File: config.mk
export PLATFORM = sky130hd
export DESIGN_NAME = ctrl_ld_pingpong_flat
export DESIGN_NICKNAME = d
export VERILOG_FILES = /design/src/rtl/ctrl_ld_pingpong_if.sv /design/src/rtl/ctrl_ld_pingpong.sv /design/src/flat_wrapper.sv
export SDC_FILE = /design/constraint.sdc
export NUM_CORES = 1
export LEC_CHECK = 0
export CAP_MARGIN = 10
export CORE_MARGIN = 3
export CORE_UTILIZATION = 40
export CTS_CLUSTER_DIAMETER = 200
export CTS_CLUSTER_SIZE = 16
export DETAILED_ROUTE_END_ITERATION = 10
export PLACE_DENSITY = 0.67
export RECOVER_POWER = 100
export REMOVE_ABC_BUFFERS = 1
export SKIP_LAST_GASP = 1
export SLEW_MARGIN = 20
export SYNTH_ARGS = -nofsm -noshare
export SYNTH_HDL_FRONTEND = slang
export SYNTH_SLANG_ARGS = --single-unit
File: constraint.sdc
create_clock -name clk -period 5.8 [get_ports clk]
set_clock_uncertainty 0.15 [all_clocks]
set_input_delay 0.58 -clock clk [delete_from_list [all_inputs] [get_ports clk]]
set_output_delay 0.58 -clock clk [all_outputs]
set_load 0.05 [all_outputs]
File: src/rtl/ctrl_ld_pingpong_if.sv
// rtl/ctrl_ld_pingpong_if.sv - load-side stream, buffer-write and bank handshake bundle
interface ctrl_ld_pingpong_if #(
  parameter int N_ACT_CH   = 2,
  parameter int N_WGT_CH   = 2,
  parameter int ACT_ADDR_W = 10,
  parameter int WGT_ADDR_W = 10,
  parameter int CNT_W      = 16
) ();
  logic [CNT_W-1:0]          cfg_act_times;
  logic [N_WGT_CH*CNT_W-1:0] cfg_wgt_times;
  logic                      ld_tile_start;
  logic                      ld_tile_ready;
  logic                      ld_valid_act;
  logic                      ld_ready_act;
  logic                      ld_valid_wgt;
  logic                      ld_ready_wgt;
  logic [N_ACT_CH-1:0]       act_buf_ld_en;
  logic [ACT_ADDR_W-1:0]     act_buf_ld_addr;
  logic [N_WGT_CH-1:0]       wgt_buf_ld_en;
  logic [WGT_ADDR_W-1:0]     wgt_buf_ld_addr;
  logic                      ld_bank;
  logic                      ld_tile_end;
  logic                      ex_bank_release;
  logic                      ex_bank_id;
  logic [1:0]                bank_full;

  modport master (
    output cfg_act_times, cfg_wgt_times, ld_tile_start, ld_valid_act, ld_valid_wgt,
           ex_bank_release, ex_bank_id,
    input  ld_tile_ready, ld_ready_act, ld_ready_wgt, act_buf_ld_en, act_buf_ld_addr,
           wgt_buf_ld_en, wgt_buf_ld_addr, ld_bank, ld_tile_end, bank_full
  );

  modport slave (
    input  cfg_act_times, cfg_wgt_times, ld_tile_start, ld_valid_act, ld_valid_wgt,
           ex_bank_release, ex_bank_id,
    output ld_tile_ready, ld_ready_act, ld_ready_wgt, act_buf_ld_en, act_buf_ld_addr,
           wgt_buf_ld_en, wgt_buf_ld_addr, ld_bank, ld_tile_end, bank_full
  );
endinterface

File: src/rtl/ctrl_ld_pingpong.sv
// rtl/ctrl_ld_pingpong.sv - tile load controller with ping-pong activation/weight buffer banks
module ctrl_ld_pingpong #(
  parameter int N_ACT_CH   = 2,
  parameter int N_WGT_CH   = 2,
  parameter int ACT_ADDR_W = 10,
  parameter int WGT_ADDR_W = 10,
  parameter int CNT_W      = 16
) (
  input logic               clk,
  input logic               rst,
  ctrl_ld_pingpong_if.slave ld
);
  localparam int SEG_W = (N_WGT_CH > 1) ? $clog2(N_WGT_CH) : 1;

  typedef enum logic [1:0] {A_IDLE, A_RUN, A_DONE} act_state_t;
  typedef enum logic [1:0] {W_IDLE, W_SEG, W_DONE} wgt_state_t;

  act_state_t                act_state;
  wgt_state_t                wgt_state;
  logic [CNT_W-1:0]          act_cnt;
  logic [CNT_W-1:0]          act_times;
  logic [CNT_W-1:0]          wgt_cnt;
  logic [N_WGT_CH*CNT_W-1:0] wgt_times;
  logic [SEG_W-1:0]          seg_idx;
  logic                      ld_bank;
  logic [1:0]                bank_full;
  logic [1:0]                bank_full_nxt;
  logic                      start_fire;
  logic                      act_fire;
  logic                      wgt_fire;
  logic                      tile_end;
  logic                      first_found;
  logic                      next_found;
  logic [SEG_W-1:0]          first_seg;
  logic [SEG_W-1:0]          next_seg;
  logic [CNT_W-1:0]          seg_times;

  assign tile_end         = (act_state == A_DONE) && (wgt_state == W_DONE);
  assign ld.ld_tile_ready = (act_state == A_IDLE) && (wgt_state == W_IDLE) && !tile_end
                            && !bank_full[ld_bank];
  assign start_fire       = ld.ld_tile_start && ld.ld_tile_ready;
  assign ld.ld_ready_act  = (act_state == A_RUN);
  assign ld.ld_ready_wgt  = (wgt_state == W_SEG);
  assign act_fire         = ld.ld_valid_act && ld.ld_ready_act;
  assign wgt_fire         = ld.ld_valid_wgt && ld.ld_ready_wgt;
  assign seg_times        = wgt_times[int'(seg_idx)*CNT_W +: CNT_W];

  assign ld.act_buf_ld_en   = {N_ACT_CH{act_fire}};
  assign ld.act_buf_ld_addr = act_cnt[ACT_ADDR_W-1:0];
  assign ld.wgt_buf_ld_en   = wgt_fire ? (N_WGT_CH'(1) << seg_idx) : '0;
  assign ld.wgt_buf_ld_addr = wgt_cnt[WGT_ADDR_W-1:0];
  assign ld.ld_bank         = ld_bank;
  assign ld.ld_tile_end     = tile_end;
  assign ld.bank_full       = bank_full;

  // Descending scan so the lowest qualifying segment index is the one left standing.
  always_comb begin
    first_found = 1'b0;
    first_seg   = '0;
    next_found  = 1'b0;
    next_seg    = '0;
    for (int k = N_WGT_CH-1; k >= 0; k--) begin
      if (ld.cfg_wgt_times[k*CNT_W +: CNT_W] != '0) begin
        first_found = 1'b1;
        first_seg   = SEG_W'(k);
      end
      if ((k > int'(seg_idx)) && (wgt_times[k*CNT_W +: CNT_W] != '0)) begin
        next_found = 1'b1;
        next_seg   = SEG_W'(k);
      end
    end
  end

  // A bank being filled cannot be released at the same time, so the set wins.
  always_comb begin
    bank_full_nxt = bank_full;
    if (ld.ex_bank_release) bank_full_nxt[ld.ex_bank_id] = 1'b0;
    if (tile_end)           bank_full_nxt[ld_bank]       = 1'b1;
  end

  always_ff @(posedge clk) begin
    if (rst) begin
      act_state <= A_IDLE;
      wgt_state <= W_IDLE;
      act_cnt   <= '0;
      act_times <= '0;
      wgt_cnt   <= '0;
      wgt_times <= '0;
      seg_idx   <= '0;
      ld_bank   <= 1'b0;
      bank_full <= 2'b00;
    end else begin
      bank_full <= bank_full_nxt;
      if (start_fire) begin
        act_times <= ld.cfg_act_times;
        wgt_times <= ld.cfg_wgt_times;
        act_state <= (ld.cfg_act_times == '0) ? A_DONE : A_RUN;
        wgt_state <= first_found ? W_SEG : W_DONE;
        seg_idx   <= first_seg;
      end else if (tile_end) begin
        act_state <= A_IDLE;
        wgt_state <= W_IDLE;
        ld_bank   <= ~ld_bank;
      end else begin
        if (act_fire) begin
          if (act_cnt == act_times - CNT_W'(1)) begin
            act_state <= A_DONE;
            act_cnt   <= '0;
          end else begin
            act_cnt <= act_cnt + CNT_W'(1);
          end
        end
        if (wgt_fire) begin
          if (wgt_cnt == seg_times - CNT_W'(1)) begin
            wgt_cnt <= '0;
            if (next_found) seg_idx   <= next_seg;
            else            wgt_state <= W_DONE;
          end else begin
            wgt_cnt <= wgt_cnt + CNT_W'(1);
          end
        end
      end
    end
  end
endmodule

File: src/flat_wrapper.sv
// flat-port wrapper written by rule: the top's interface ports become plain ports
module ctrl_ld_pingpong_flat 
#(
  parameter int N_ACT_CH   = 2,
  parameter int N_WGT_CH   = 2,
  parameter int ACT_ADDR_W = 10,
  parameter int WGT_ADDR_W = 10,
  parameter int CNT_W      = 16
)
  (clk, rst, ld_cfg_act_times, ld_cfg_wgt_times, ld_ld_tile_start, ld_ld_valid_act, ld_ld_valid_wgt, ld_ex_bank_release, ld_ex_bank_id, ld_ld_tile_ready, ld_ld_ready_act, ld_ld_ready_wgt, ld_act_buf_ld_en, ld_act_buf_ld_addr, ld_wgt_buf_ld_en, ld_wgt_buf_ld_addr, ld_ld_bank, ld_ld_tile_end, ld_bank_full);
  ctrl_ld_pingpong_if #(.N_ACT_CH(N_ACT_CH), .N_WGT_CH(N_WGT_CH), .ACT_ADDR_W(ACT_ADDR_W), .WGT_ADDR_W(WGT_ADDR_W), .CNT_W(CNT_W)) ld_i ();
  input logic clk;
  input logic rst;
  input wire logic [$bits(ld_i.cfg_act_times)-1:0] ld_cfg_act_times;
  input wire logic [$bits(ld_i.cfg_wgt_times)-1:0] ld_cfg_wgt_times;
  input wire logic [$bits(ld_i.ld_tile_start)-1:0] ld_ld_tile_start;
  input wire logic [$bits(ld_i.ld_valid_act)-1:0] ld_ld_valid_act;
  input wire logic [$bits(ld_i.ld_valid_wgt)-1:0] ld_ld_valid_wgt;
  input wire logic [$bits(ld_i.ex_bank_release)-1:0] ld_ex_bank_release;
  input wire logic [$bits(ld_i.ex_bank_id)-1:0] ld_ex_bank_id;
  output wire logic [$bits(ld_i.ld_tile_ready)-1:0] ld_ld_tile_ready;
  output wire logic [$bits(ld_i.ld_ready_act)-1:0] ld_ld_ready_act;
  output wire logic [$bits(ld_i.ld_ready_wgt)-1:0] ld_ld_ready_wgt;
  output wire logic [$bits(ld_i.act_buf_ld_en)-1:0] ld_act_buf_ld_en;
  output wire logic [$bits(ld_i.act_buf_ld_addr)-1:0] ld_act_buf_ld_addr;
  output wire logic [$bits(ld_i.wgt_buf_ld_en)-1:0] ld_wgt_buf_ld_en;
  output wire logic [$bits(ld_i.wgt_buf_ld_addr)-1:0] ld_wgt_buf_ld_addr;
  output wire logic [$bits(ld_i.ld_bank)-1:0] ld_ld_bank;
  output wire logic [$bits(ld_i.ld_tile_end)-1:0] ld_ld_tile_end;
  output wire logic [$bits(ld_i.bank_full)-1:0] ld_bank_full;
  assign ld_i.cfg_act_times = ld_cfg_act_times;
  assign ld_i.cfg_wgt_times = ld_cfg_wgt_times;
  assign ld_i.ld_tile_start = ld_ld_tile_start;
  assign ld_i.ld_valid_act = ld_ld_valid_act;
  assign ld_i.ld_valid_wgt = ld_ld_valid_wgt;
  assign ld_i.ex_bank_release = ld_ex_bank_release;
  assign ld_i.ex_bank_id = ld_ex_bank_id;
  assign ld_ld_tile_ready = ld_i.ld_tile_ready;
  assign ld_ld_ready_act = ld_i.ld_ready_act;
  assign ld_ld_ready_wgt = ld_i.ld_ready_wgt;
  assign ld_act_buf_ld_en = ld_i.act_buf_ld_en;
  assign ld_act_buf_ld_addr = ld_i.act_buf_ld_addr;
  assign ld_wgt_buf_ld_en = ld_i.wgt_buf_ld_en;
  assign ld_wgt_buf_ld_addr = ld_i.wgt_buf_ld_addr;
  assign ld_ld_bank = ld_i.ld_bank;
  assign ld_ld_tile_end = ld_i.ld_tile_end;
  assign ld_bank_full = ld_i.bank_full;
  ctrl_ld_pingpong #(.N_ACT_CH(N_ACT_CH), .N_WGT_CH(N_WGT_CH), .ACT_ADDR_W(ACT_ADDR_W), .WGT_ADDR_W(WGT_ADDR_W), .CNT_W(CNT_W)) u_core (.clk(clk), .rst(rst), .ld(ld_i));
endmodule
Word level (Yosys, flattened, before mapping)
Cells that the tools add are included.
{ "classes": {"n_addsub": 4, "n_mul": 0, "div_mod_pow": 0, "magnitude_cmp": 5, "n_eq_ne": 8, "shifts": 2, "muxes": 31, "bitwise": 6, "reduce_logical": 31} }
{ "op_table": {"columns": ["operator", "n"], "rows": [
  ["$reduce_bool 16->1", 3],
  ["$add 16x1->16 const B", 2],
  ["$eq 16x16->1", 2],
  ["$mux 16", 2],
  ["$shiftx 32x6->16", 1],
  ["$sub 16x1->16 const B", 2],
  ["$mux 2", 14],
  ["$logic_not 16->1", 1],
  ["$mux 1", 13],
  ["$reduce_bool 3->1", 4],
  ["$logic_and 1x1->1", 10],
  ["$reduce_and 3->1", 3],
  ["$reduce_bool 2->1", 3],
  ["$eq 2x1->1 const B", 2],
  ["$eq 2x2->1 const B", 2],
  ["$logic_not 2->1", 2],
  ["$lt 1x2->1 const B", 2],
  ["$reduce_and 2->1", 2],
  ["$reduce_and 4->1", 1],
  ["$ne 3x1->1 const B", 1],
  ["$not 1->1", 3],
  ["$and 2x2->2", 1],
  ["$demux 1 s1", 2],
  ["$ge 1x1->1 const B", 2],
  ["other kinds (6)", 7]
]} }
{ "totals": {"reg_bits": 88, "latch_bits": 0, "ram_bits": 0, "romBits": 0, "in_bits": 55, "output_inout_bits": 31, "word_cells": 96, "mem_count": 0} }

Logic depth before layout (Yosys ltp)
{ "logic_depth": {"ltp_word": 9, "depth_mapped": 15, "ltp_nobuf": 10} }

Least setup slack after synthesis
Ideal clock, no wire load.
{ "synth_path": {"path_type": "register to register", "from": "reg u_core.seg_idx", "to": "reg u_core.wgt_state[0]", "setup_ps": 119, "t_arrival_ps": 3888, "required_ps": 5531, "path_slack_ps": 1644, "stages_incl_launch_ff": 15, "n_path_buf": 4, "period_less_slack_ps": 4156, "path_cell_list": "dfxtp_1 > buf_4 > clkbuf_1 > clkbuf_1 > buf_1 > mux2i_1 > ha_1 > nor4b_1 > o22ai_1 > nor4_1 > xnor2_1 > o21ai_0 > or4b_1 > or3_4 > o221a_1"} }
{ "synth_via": {"elab_chain_len": 5, "word_cells_on_any_way": 9, "classes_between": "add/sub (1); order compare (1); eq/ne (2); shift (1); mux (1); reduce/logical (3)"} }
{ "synth_rtl": {"columns": ["item", "line", "rtl"], "rows": [
  ["start, declared", "ctrl_ld_pingpong.sv:24", "logic [SEG_W-1:0] seg_idx;"],
  ["start signal, assigned", "ctrl_ld_pingpong.sv:99", "seg_idx <= first_seg;"],
  ["start signal, assigned", "ctrl_ld_pingpong.sv:116", "if (next_found) seg_idx <= next_seg;"],
  ["$shiftx 32x6->16 / $gt 1x1->1 (equally long branches)", "ctrl_ld_pingpong.sv:46, ctrl_ld_pingpong.sv:67", null],
  ["$sub 16x1->16 / $logic_and 1x1->1 (equally long branches)", "ctrl_ld_pingpong.sv:114, ctrl_ld_pingpong.sv:67", null],
  ["$eq 16x16->1 / $mux 1 (equally long branches)", "ctrl_ld_pingpong.sv:114, ctrl_ld_pingpong.sv:67", null],
  ["$reduce_bool 3->1 (no line) / $ne 3x1->1 (equally long branches)", null, null],
  ["$reduce_and 3->1 (no line) *", null, null],
  ["end signal, assigned", "ctrl_ld_pingpong.sv:98", "wgt_state <= first_found ? W_SEG : W_DONE;"],
  ["end, declared", "ctrl_ld_pingpong.sv:19", "wgt_state_t wgt_state;"]
]} }
Mark *: on every way between the ends. The rest lies on a longest branch, timed or not.
A chain may end at the register's enable or synchronous reset.

Final worst setup path
{ "layout_path": {"from": "reg u_core.seg_idx", "to": "reg u_core.wgt_cnt[7]"} }
{ "layout_via": {"elab_chain_len": 4} }
{ "layout_rtl": {"columns": ["item", "line", "rtl"], "rows": [
  ["$shiftx 32x6->16", "ctrl_ld_pingpong.sv:46", "assign seg_times = wgt_times[int'(seg_idx)*CNT_W +: CNT_W];"],
  ["$sub 16x1->16", "ctrl_ld_pingpong.sv:114", "if (wgt_cnt == seg_times - CNT_W'(1)) begin"],
  ["$eq 16x16->1", "ctrl_ld_pingpong.sv:114", null],
  ["$mux 16", "ctrl_ld_pingpong.sv:114", null],
  ["end signal, assigned", "ctrl_ld_pingpong.sv:119", "wgt_cnt <= wgt_cnt + CNT_W'(1);"],
  ["end, declared", "ctrl_ld_pingpong.sv:22", "logic [CNT_W-1:0] wgt_cnt;"]
]} }
Every way passes these cells.

==> results_dict.tcl <==
set metrics [dict create \
    fin_tns_setup_ns 0 \
    syn_area_sq_mm 0.00520 \
    holdPathEnd "u_core.act_times[15]" \
    tightestPinTransition_ns 2.56 \
    synth.avg_cell_area_sq_um 7.63 \
    place.port_buffers 85 \
    grt_pass1_wl_um 22800 \
    hold_depth 2 \
    synth_flop_cell "dfxtp_1" \
    drt_wl_total_um 13900 \
    firstDrtPassIters 5 \
    placementRows 41 \
    dpl_cell_area_sq_mm 0.00598 \
    hold_violations 0 \
    hp-class "flip-flop to flip-flop" \
    ys_ff_latch 88 \
    crit_buf_inv 1 \
    slew-limit-headroom_pct -71.0 \
    h-tree-depth 3 \
    die_w_um 120 \
    io_pins 86 \
    routed_via_density 5.44 \
    clockBufferDepth 2 \
    path_cells "clkbuf_1 > mux2i_1 > nand2_1 > o21a_1 > a2111oi_0 > o2111ai_1 > and3_1 > o41ai_4 > nor2_1" \
    critPathCaptureType "flip-flop" \
    path_clk_slew_ns 0.07 \
    start_kind "flip-flop" \
    min-delay-start "u_core.act_times[15]" \
    overflow 0 \
    synth_top_area_share_pct 33.9 \
    min_period_ns 4.70 \
    async_flop_share_pct 0 \
    track_usage_pct 19.5 \
    rsz0062_at_grt "no" \
    ant_nets 0 \
    finalPower_mw 1.83 \
    drc 0 \
    violations "max-capacitance violations, max-slew violations" \
    slew_viol_final 53 \
    cts-root-buf "clkbuf_16" \
    cts_resized 0 \
    worstPathMaxFanout 31 \
    synth_area_leader_cell "dfxtp_1" \
    finalWorstSetupSlack_ns 1.10 \
    post-place-ws_ns 1.49 \
    cts.sinks 88 \
    synth_warnings 0 \
    areaGrowthSynthToFinish_pct 21.4 \
    insertion_delay_ns 0.35 \
    path_delay_family "compound AO/OA/AOI/OAI gates" \
    synth_cells 682 \
    die_area_sq_mm 0.0144 \
    slowest_stage "clkbuf_1" \
    r2r_slack_ns 1.10 \
    post-route-period-util_pct 81.0 \
    die_h_um 120 \
    setup_viol 0 \
    worst_r2r_path_depth 9 \
    powerDensity_mw_per_mm2 290 \
    antenna_found_initial 0 \
    drv_cap 1 \
    cts_buffers 9 \
    ys_types 59 \
    status "finished with violations" \
    max_freq_mhz 213 \
    synth_edf_count 0 \
    arrival_ns 4.74 \
    max_stage_delay_ns 1.13 \
    first_global_vias 4548 \
    fin_util_pct 49.8 \
    startpoint "u_core.seg_idx" \
    cts_hold_buffers 0 \
    start_util_pct 41.0 \
    synth.area.top_cells "dfxtp_1 (34%), nand2_1 (9.5%), xor2_1 (6.6%), a21oi_1 (5.8%), xnor2_1 (5.4%)" \
    core-area_sq_mm 0.0127 \
    dpl.hpwl_um 10400 \
    vias 4892 \
    yosysSeqAreaShare_pct 33.9 \
    critPathRequiredTime_ns 5.85 \
    vdd_drop_max_mv 0.137 \
    final_nets 782 \
    wl_per_cell_um 15.5 \
    rr_startpoint "u_core.seg_idx" \
    cts_setup_buffers 0 \
    n_antenna_cell 0 \
    grt_max_degree 60 \
    gp_congestion 0.877 \
    timing.rr.end "u_core.wgt_cnt[7]" \
    cts_tree "built" \
    fin_area_sq_mm 0.00632 \
    p_leak_nw 2.34 \
    drtIter0Drc 386 \
    drive_gt1_share_pct 3.99 \
    worst-setup-path-type "flip-flop to flip-flop" \
]
-- metal layers --
metal  global-route usage (%)  up-vias  wire length, um
met4                     7.09        0              273
met2                     29.3      132             6040
met5                        0        -                0
met1                     28.1     2300             6800
li1                         -     2440                -
met3                     3.35       20              810
-- flip-flops by register name, summed over array words and instances, names as in the netlist --
register	cells
u_core.ld.ld_bank	1
u_core.ld.bank_full	2
u_core.act_times	16
u_core.wgt_cnt	16
u_core.wgt_times	32
u_core.act_state	2
u_core.act_cnt	16
u_core.seg_idx	1
u_core.wgt_state	2
-- power breakdown --
group | total [mW] | leakage [nW] | switching (mW) | internal, mW
clock | 0.663 | 0.159 | 0.244 | 0.419
combinational | 0.477 | 1.47 | 0.276 | 0.201
sequential | 0.690 | 0.716 | 0.0511 | 0.639
total | 1.83 | 2.34 | 0.571 | 1.26
-- logic make-up (layout without fill, tap and decap cells) --
logic type | count (synthesis) | count (layout) | synth area share (%)
flip-flops | 88 | 88 | 33.9
AO/OA/AOI/OAI | 108 | 108 | 12.9
XOR/XNOR | 71 | 71 | 12.0
buffers and inverters | 65 | 110 | 6.40
AND/OR/NAND/NOR | 326 | 326 | 30.1
adder cells (fa/ha/maj) | 4 | 4 | 0.962
multiplexers | 20 | 20 | 3.87
-- worst min-delay path: stages, from the launching register on --
cell and delay (ns):
dfxtp_1 0.32, nand2_1 0.05, a21oi_1 0.05
-- stage by stage --
step / hold slack, ns / std cells
final: 0.322 / 899
after global routing: 0.359 / 899
after CTS: 0.327 / 899
after detailed placement: 0.319 / 884
after global placement: 0.307 / 884
after floorplan: 0.280 / 624
-- worst max path at each step --
stage                          to  slack, ns  cells after the start
4_1_cts         u_core.wgt_cnt[7]       1.46                      8
3_3_place_gp    u_core.wgt_cnt[4]       1.74                      8
6_report        u_core.wgt_cnt[7]       1.10                      9
3_5_place_dp    u_core.wgt_cnt[7]       1.49                      8
5_1_grt         u_core.wgt_cnt[6]       0.76                      9
2_1_floorplan  u_core.wgt_cnt[10]       1.61                      8
-- synthesized netlist by cell type, types with 3 or more instances --
cell type and instances:
xnor2_1 32, a211oi_1 3, ha_1 4, clkbuf_1 27
and2_1 5, o21ai_0 11, mux2i_1 19, a22oi_1 4
nand3_1 12, inv_1 7, or3_1 4, o31ai_1 3
nor2b_1 3, nand2b_1 6, dfxtp_1 88, or2_2 5
nand2_1 132, nor2_1 63, nor4_1 22, a21oi_1 60
nor3_1 26, or4_1 3, nand4_1 15, xor2_1 39
and3_1 12, o21a_1 3, buf_1 6, buf_4 23
-- final cells by class --
type | count | area, sq um
clock inverters | 5 | 106
well taps | 172 | 215
fillers | 1214 | 6350
clock buffers | 10 | 229
multi-input cells | 529 | 3110
flip-flops and latches | 88 | 1760
repair buffers | 88 | 865
inverters | 7 | 26.3
-- cells in the final DEF (no fill, tap or decap), types with 4 or more instances in the layout --
cell type,Yosys,routed
nand2_1,132,132
nor3_1,26,26
clkdlybuf4s50_1,0,53
mux2i_1,19,19
or3_1,4,5
nand3_1,12,12
dlygate4sd3_1,0,31
xnor2_1,32,32
o21ai_0,11,12
clkbuf_16,0,9
and3_1,12,12
nor4_1,22,22
ha_1,4,4
xor2_1,39,39
a22oi_1,4,4
or2_2,5,5
nand2b_1,6,6
and2_1,5,4
dfxtp_1,88,88
a21oi_1,60,60
inv_1,7,7
nand4_1,15,15
nor2_1,63,63
Note: power is estimated with default switching activity, not from simulation.
